<file path="src/rtl/wb_arbiter2.sv">
// Two-master, one-slave Wishbone classic arbiter with round-robin grant held for a full CYC.
// Define WBARB_TIMEOUT_EN to build the slave-stall watchdog (forced ACK + sticky tmo_err).
module wb_arbiter2 #(
  parameter int unsigned TIMEOUT_CYCLES = 64,
  parameter int unsigned CNTW           = 8
) (
  input  logic        CLK_I,
  input  logic        RST_N_I,
  input  logic        M0_CYC_I,
  input  logic        M0_STB_I,
  input  logic        M0_WE_I,
  input  logic [31:0] M0_ADR_I,
  input  logic [31:0] M0_DAT_I,
  input  logic [3:0]  M0_SEL_I,
  output logic        M0_ACK_O,
  output logic [31:0] M0_DAT_O,
  input  logic        M1_CYC_I,
  input  logic        M1_STB_I,
  input  logic        M1_WE_I,
  input  logic [31:0] M1_ADR_I,
  input  logic [31:0] M1_DAT_I,
  input  logic [3:0]  M1_SEL_I,
  output logic        M1_ACK_O,
  output logic [31:0] M1_DAT_O,
  output logic        S_CYC_O,
  output logic        S_STB_O,
  output logic        S_WE_O,
  output logic [31:0] S_ADR_O,
  output logic [31:0] S_DAT_O,
  output logic [3:0]  S_SEL_O,
  input  logic        S_ACK_I,
  input  logic [31:0] S_DAT_I,
  output logic [1:0]  gnt,
  output logic        tmo_err
);

  localparam logic [31:0] TMO_DATA = 32'hDEAD_BEEF;

  // Reject watchdog settings the counter cannot represent.
  if (TIMEOUT_CYCLES < 2 || TIMEOUT_CYCLES > 255 ||
      (64'(1) << CNTW) <= 64'(TIMEOUT_CYCLES)) begin : g_bad_cfg
    $error("wb_arbiter2: illegal TIMEOUT_CYCLES/CNTW combination");
  end

  // State encoding doubles as the one-hot grant vector.
  typedef enum logic [1:0] {
    IDLE = 2'b00,
    GNT0 = 2'b01,
    GNT1 = 2'b10
  } state_t;

  state_t state, state_nxt;
  logic   prio, prio_nxt;   // 0: favour m0, 1: favour m1
  logic   tmo_fire;

  always_ff @(posedge CLK_I or negedge RST_N_I) begin
    if (!RST_N_I) begin
      state <= IDLE;
      prio  <= 1'b0;
    end else begin
      state <= state_nxt;
      prio  <= prio_nxt;
    end
  end

  // Grant only from IDLE; a released tenure hands priority to the other master.
  always_comb begin
    state_nxt = state;
    prio_nxt  = prio;
    unique case (state)
      IDLE: begin
        if (M0_CYC_I && M1_CYC_I) state_nxt = prio ? GNT1 : GNT0;
        else if (M0_CYC_I)        state_nxt = GNT0;
        else if (M1_CYC_I)        state_nxt = GNT1;
      end
      GNT0: begin
        if (!M0_CYC_I) begin
          state_nxt = IDLE;
          prio_nxt  = 1'b1;
        end
      end
      GNT1: begin
        if (!M1_CYC_I) begin
          state_nxt = IDLE;
          prio_nxt  = 1'b0;
        end
      end
      default: state_nxt = IDLE;
    endcase
  end

  assign gnt = state;

`ifdef WBARB_TIMEOUT_EN
  localparam logic [CNTW-1:0] CNT_LAST = CNTW'(TIMEOUT_CYCLES - 1);

  logic [CNTW-1:0] cnt;
  logic            stb_sel;
  logic            tmo_q;

  assign stb_sel  = (state == GNT0) ? M0_STB_I :
                    (state == GNT1) ? M1_STB_I : 1'b0;
  assign tmo_fire = stb_sel && !S_ACK_I && (cnt == CNT_LAST);

  // Counts stalled strobe cycles; saturates rather than wrapping.
  always_ff @(posedge CLK_I or negedge RST_N_I) begin
    if (!RST_N_I) begin
      cnt <= '0;
    end else if (state == IDLE || !S_STB_O || S_ACK_I) begin
      cnt <= '0;
    end else if (cnt != '1) begin
      cnt <= cnt + CNTW'(1);
    end
  end

  always_ff @(posedge CLK_I or negedge RST_N_I) begin
    if (!RST_N_I)      tmo_q <= 1'b0;
    else if (tmo_fire) tmo_q <= 1'b1;
  end

  assign tmo_err = tmo_q;
`else
  assign tmo_fire = 1'b0;
  assign tmo_err  = 1'b0;
`endif

  // Slave mux and return path, driven from the registered grant only.
  always_comb begin
    S_CYC_O  = 1'b0;
    S_STB_O  = 1'b0;
    S_WE_O   = 1'b0;
    S_ADR_O  = '0;
    S_DAT_O  = '0;
    S_SEL_O  = '0;
    M0_ACK_O = 1'b0;
    M0_DAT_O = '0;
    M1_ACK_O = 1'b0;
    M1_DAT_O = '0;
    unique case (state)
      GNT0: begin
        S_CYC_O  = M0_CYC_I;
        S_STB_O  = M0_STB_I && !tmo_fire;
        S_WE_O   = M0_WE_I;
        S_ADR_O  = M0_ADR_I;
        S_DAT_O  = M0_DAT_I;
        S_SEL_O  = M0_SEL_I;
        M0_ACK_O = (S_ACK_I && M0_STB_I) || tmo_fire;
        M0_DAT_O = tmo_fire ? TMO_DATA : S_DAT_I;
      end
      GNT1: begin
        S_CYC_O  = M1_CYC_I;
        S_STB_O  = M1_STB_I && !tmo_fire;
        S_WE_O   = M1_WE_I;
        S_ADR_O  = M1_ADR_I;
        S_DAT_O  = M1_DAT_I;
        S_SEL_O  = M1_SEL_I;
        M1_ACK_O = (S_ACK_I && M1_STB_I) || tmo_fire;
        M1_DAT_O = tmo_fire ? TMO_DATA : S_DAT_I;
      end
      default: ;
    endcase
  end

endmodule

</file>
<file path="config.mk">
export PLATFORM = sky130hd
export DESIGN_NAME = wb_arbiter2
export DESIGN_NICKNAME = d
export VERILOG_FILES = /design/src/rtl/wb_arbiter2.sv
export SDC_FILE = /design/constraint.sdc
export NUM_CORES = 1
export LEC_CHECK = 0
export CAP_MARGIN = 25
export CORE_AREA = 2 2 124 126
export CTS_CLUSTER_SIZE = 25
export DETAILED_ROUTE_END_ITERATION = 8
export DIE_AREA = 0 0 126 128
export GPL_TIMING_DRIVEN = 0
export SLEW_MARGIN = 20
export SYNTH_ARGS = -nofsm -noshare
export SYNTH_HDL_FRONTEND = slang
export SYNTH_SLANG_ARGS = --single-unit
</file>
<file path="constraint.sdc">
create_clock -name CLK_I -period 1.9 [get_ports CLK_I]
set_input_delay 0.285 -clock CLK_I [delete_from_list [all_inputs] [get_ports CLK_I]]
set_output_delay 0.285 -clock CLK_I [all_outputs]
set_load 0.02 [all_outputs]
</file>
==> qor.yml <==
yosys:
  synth_cells: 264
  synthMuxAreaShare_pct: 0.5634
  ys_seq_elements: 3
  synthXorXnorAreaFrac_pct: 0
  synthesis.nets: 446
  synth.cell_area_um2: 1777
  yosys.area_share.simple_pct: 49.86
  synth_top_family_by_area: "simple AND/OR/NAND/NOR gates"
  synthAdderAreaFrac_pct: 3.521
  synth_area_per_cell_um2: 6.730
  ys_seq_area_share_pct: 4.225
  ys_warn_count: 0
  yosysUniqueCellTypes: 24
  synth-compound-area-share_pct: 33.03
sta:
  post-route-period-util_pct: 103.8
  finalHoldViolations: 0
  rsz0062_at_grt: "yes"
  max_freq_mhz: 507.0
  period_needed_ns: 1.972
  hold_ws_ns: 0.2588
  setup_viol: 39
  finalMaxSlewViolations: 0
  finClkSkew_ns: 0.0005835
  fin_ws_ns: -0.07221
placed_design:
  dp_hpwl_um: 10090
  numPlacedInstances: 767
  place.gp.congestion: 0.8122
  port_buffers: 315
power_and_ir_drop:
  leakage_uw: 0.002455
  peakVddDrop_mv: 0.7127
  p_per_area_nw_per_um2: 1395
drt:
  vias_per_cell: 4.154
  highest_layer: "met4"
  initialDrtViolationCount: 79
  wl_met2_um: 7129
  avgRoutedWirePerCell_um: 16.49
  wl_um: 13080
  wl_met1_um: 4726
  via_count: 3294
  ant_nets: 0
  met3_length_um: 1095
  first_pass_iters: 4
  drc: 0
critical_path:
  start_kind: "flop"
  critPathRequiredTime_ns: 1.62
  critPathKind: "flop to primary output"
  worstPathArrival_ns: 1.69
  rr_worst_depth: 6
  worstSetupEndpointType: "primary output"
  path_max_fanout: 10
  rrSetupSlack_ns: 0.23
clocking:
  cts_tree: "yes"
  clk_latency_ns: 0.22
  h-tree-depth: 1
  clk_pin_slew_ns: 0.03
  cts_made_buffers: 3
  cts_root_buffer: "clkbuf_16"
  cts.sinks: 3
  cts_hold_buf: 0
  cts_buffer_depth: 2
floorplan:
  die_y_um: 128
  fp.coreArea_um2: 14860
  rows: 45
  dieArea_um2: 16130
  ios: 317
  start_util_pct: 11.95
  die_w_um: 126
status:
  violations: "negative setup slack"
  outcome: "finished, violations left"
job:
  cap_viol_max_count: 0
global_routing:
  grt_pass1_vias: 3446
  grt_overflow: 0
  grt_pass1_wl_um: 18580
  grt_max_degree: 11
  track_usage_pct: 14.28
  antenna_found_initial: 0
cells_and_area:
  antenna_cells: 0
  final_layout_size_suffix_gt1_share_pct: 46.12
  final_cells: 793
  fin_nets: 788
  area.growth.synth_to_final_pct: 240.0
worst_hold_path:
  worstHoldPathType: "input port to asynchronous set/reset pin"
[path summary, 6_finish.rpt]
check                                    to     from
worst max-delay path            S_DAT_O[28]   gnt[0]
min in group CLK_I                   gnt[0]     prio
max in group asynchronous            gnt[1]  RST_N_I
worst min register to register       gnt[0]     prio
worst min-delay path                 gnt[0]  RST_N_I
worst max register to register       gnt[0]   gnt[0]
[flip-flops by register name, summed over array words and instances, names as in the netlist]
name and count:
gnt 2, prio 1
[power by group]
part           switching (µW)  internal [µW]
Clock                    55.7            277
Sequential               45.7           97.6
Combinational            3730           4220
Total                    3830           4590
[what timing repair did]
action | in CTS | in global routing
setup endpoints to repair | 137 | 133
buffers inserted | 9 | 9
pin swaps | 8 | 21
gates resized for setup | 629 | 197
gates cloned | 3 | 3
[per-stage QoR]
step                util, %  area, µm²  setup slack [ns]  setup TNS, ns  total power [µW]
floorplan                 -       1799           0.04042              0              3558
global placement      34.90       5187           -0.8287         -81.90              6349
detailed placement    34.90       5187           -0.8153         -84.59              6421
CTS                   37.03       5504           -0.1556         -5.054              7508
global route          40.64       6041           -0.1302         -6.047              8983
finish                40.64       6041          -0.07221        -0.7360              8426
[layout make-up]
class                           count  area, µm²
Clock buffer                        4      78.83
Multi-Input combinational cell    226       1929
Timing Repair Buffer              339       3328
Fill cell                        1495       8823
Sequential cell                     3      77.57
Buffer                             28      367.9
Inverter                            5      23.77
Tap cell                          188      235.2
[cell families (layout without fill, tap and decap cells)]
family	Yosys count	count (layout)
AOI/OAI and AO/OA	77	77
muxes	1	1
buffers and inverters	35	376
DFF	3	3
adders and majority gates	5	5
other	1	1
and+or+nand+nor	142	142
[synthesized netlist by cell type]
library cell  instances  share of area (%)
a21oi_1               1               0.28
a221oi_2              1               0.84
a22o_1                1               0.49
a22oi_1              70                 30
and2_1               63                 22
and2_2                2               0.84
and3_1                2               0.70
buf_1                 1               0.21
buf_2                14                3.9
buf_4                 1               0.42
clkbuf_1             14                3.0
conb_1                1               0.21
dfrtp_1               3                4.2
ha_1                  5                3.5
inv_1                 5                1.1
mux2i_1               1               0.56
nand2_1               1               0.21
nor2_1                1               0.21
nor2b_1              72                 25
o21ai_0               1               0.28
o21ai_1               1               0.28
o22ai_1               1               0.35
o311ai_2              1               0.92
or2_1                 1               0.35
[cells in the final DEF, fill, tap and decap left out, drive strengths merged]
cell / netlist / routed
buf: 16 / 147
o311ai: 1 / 1
clkdlybuf4s15: 0 / 25
a22oi: 70 / 70
conb: 1 / 1
and3: 2 / 2
dlymetal6s2s: 0 / 1
nor2: 1 / 1
clkdlybuf4s50: 0 / 177
o21ai: 2 / 2
or2: 1 / 1
dfrtp: 3 / 3
mux2i: 1 / 1
a221oi: 1 / 1
clkbuf: 14 / 17
inv: 5 / 5
nand2: 1 / 1
and2: 65 / 65
ha: 5 / 5
nor2b: 72 / 72
a22o: 1 / 1
a21oi: 1 / 1
o22ai: 1 / 1
dlygate4sd2: 0 / 4
[worst max-delay path, stage by stage (launching register included)]
cell and delay (ns):
dfrtp_2 0.43, inv_4 0.10, ha_4 0.18, buf_12 0.15
buf_6 0.17, a22oi_2 0.08, nor2b_1 0.17, buf_4 0.17
[per-layer routing]
metal	GRT usage (%)	vias up
li1	-	1606
met1	15.86	1497
met2	27.80	181
met3	3.255	10
met4	2.650	0
met5	0	-
Note: power is estimated with default switching activity, not from simulation.
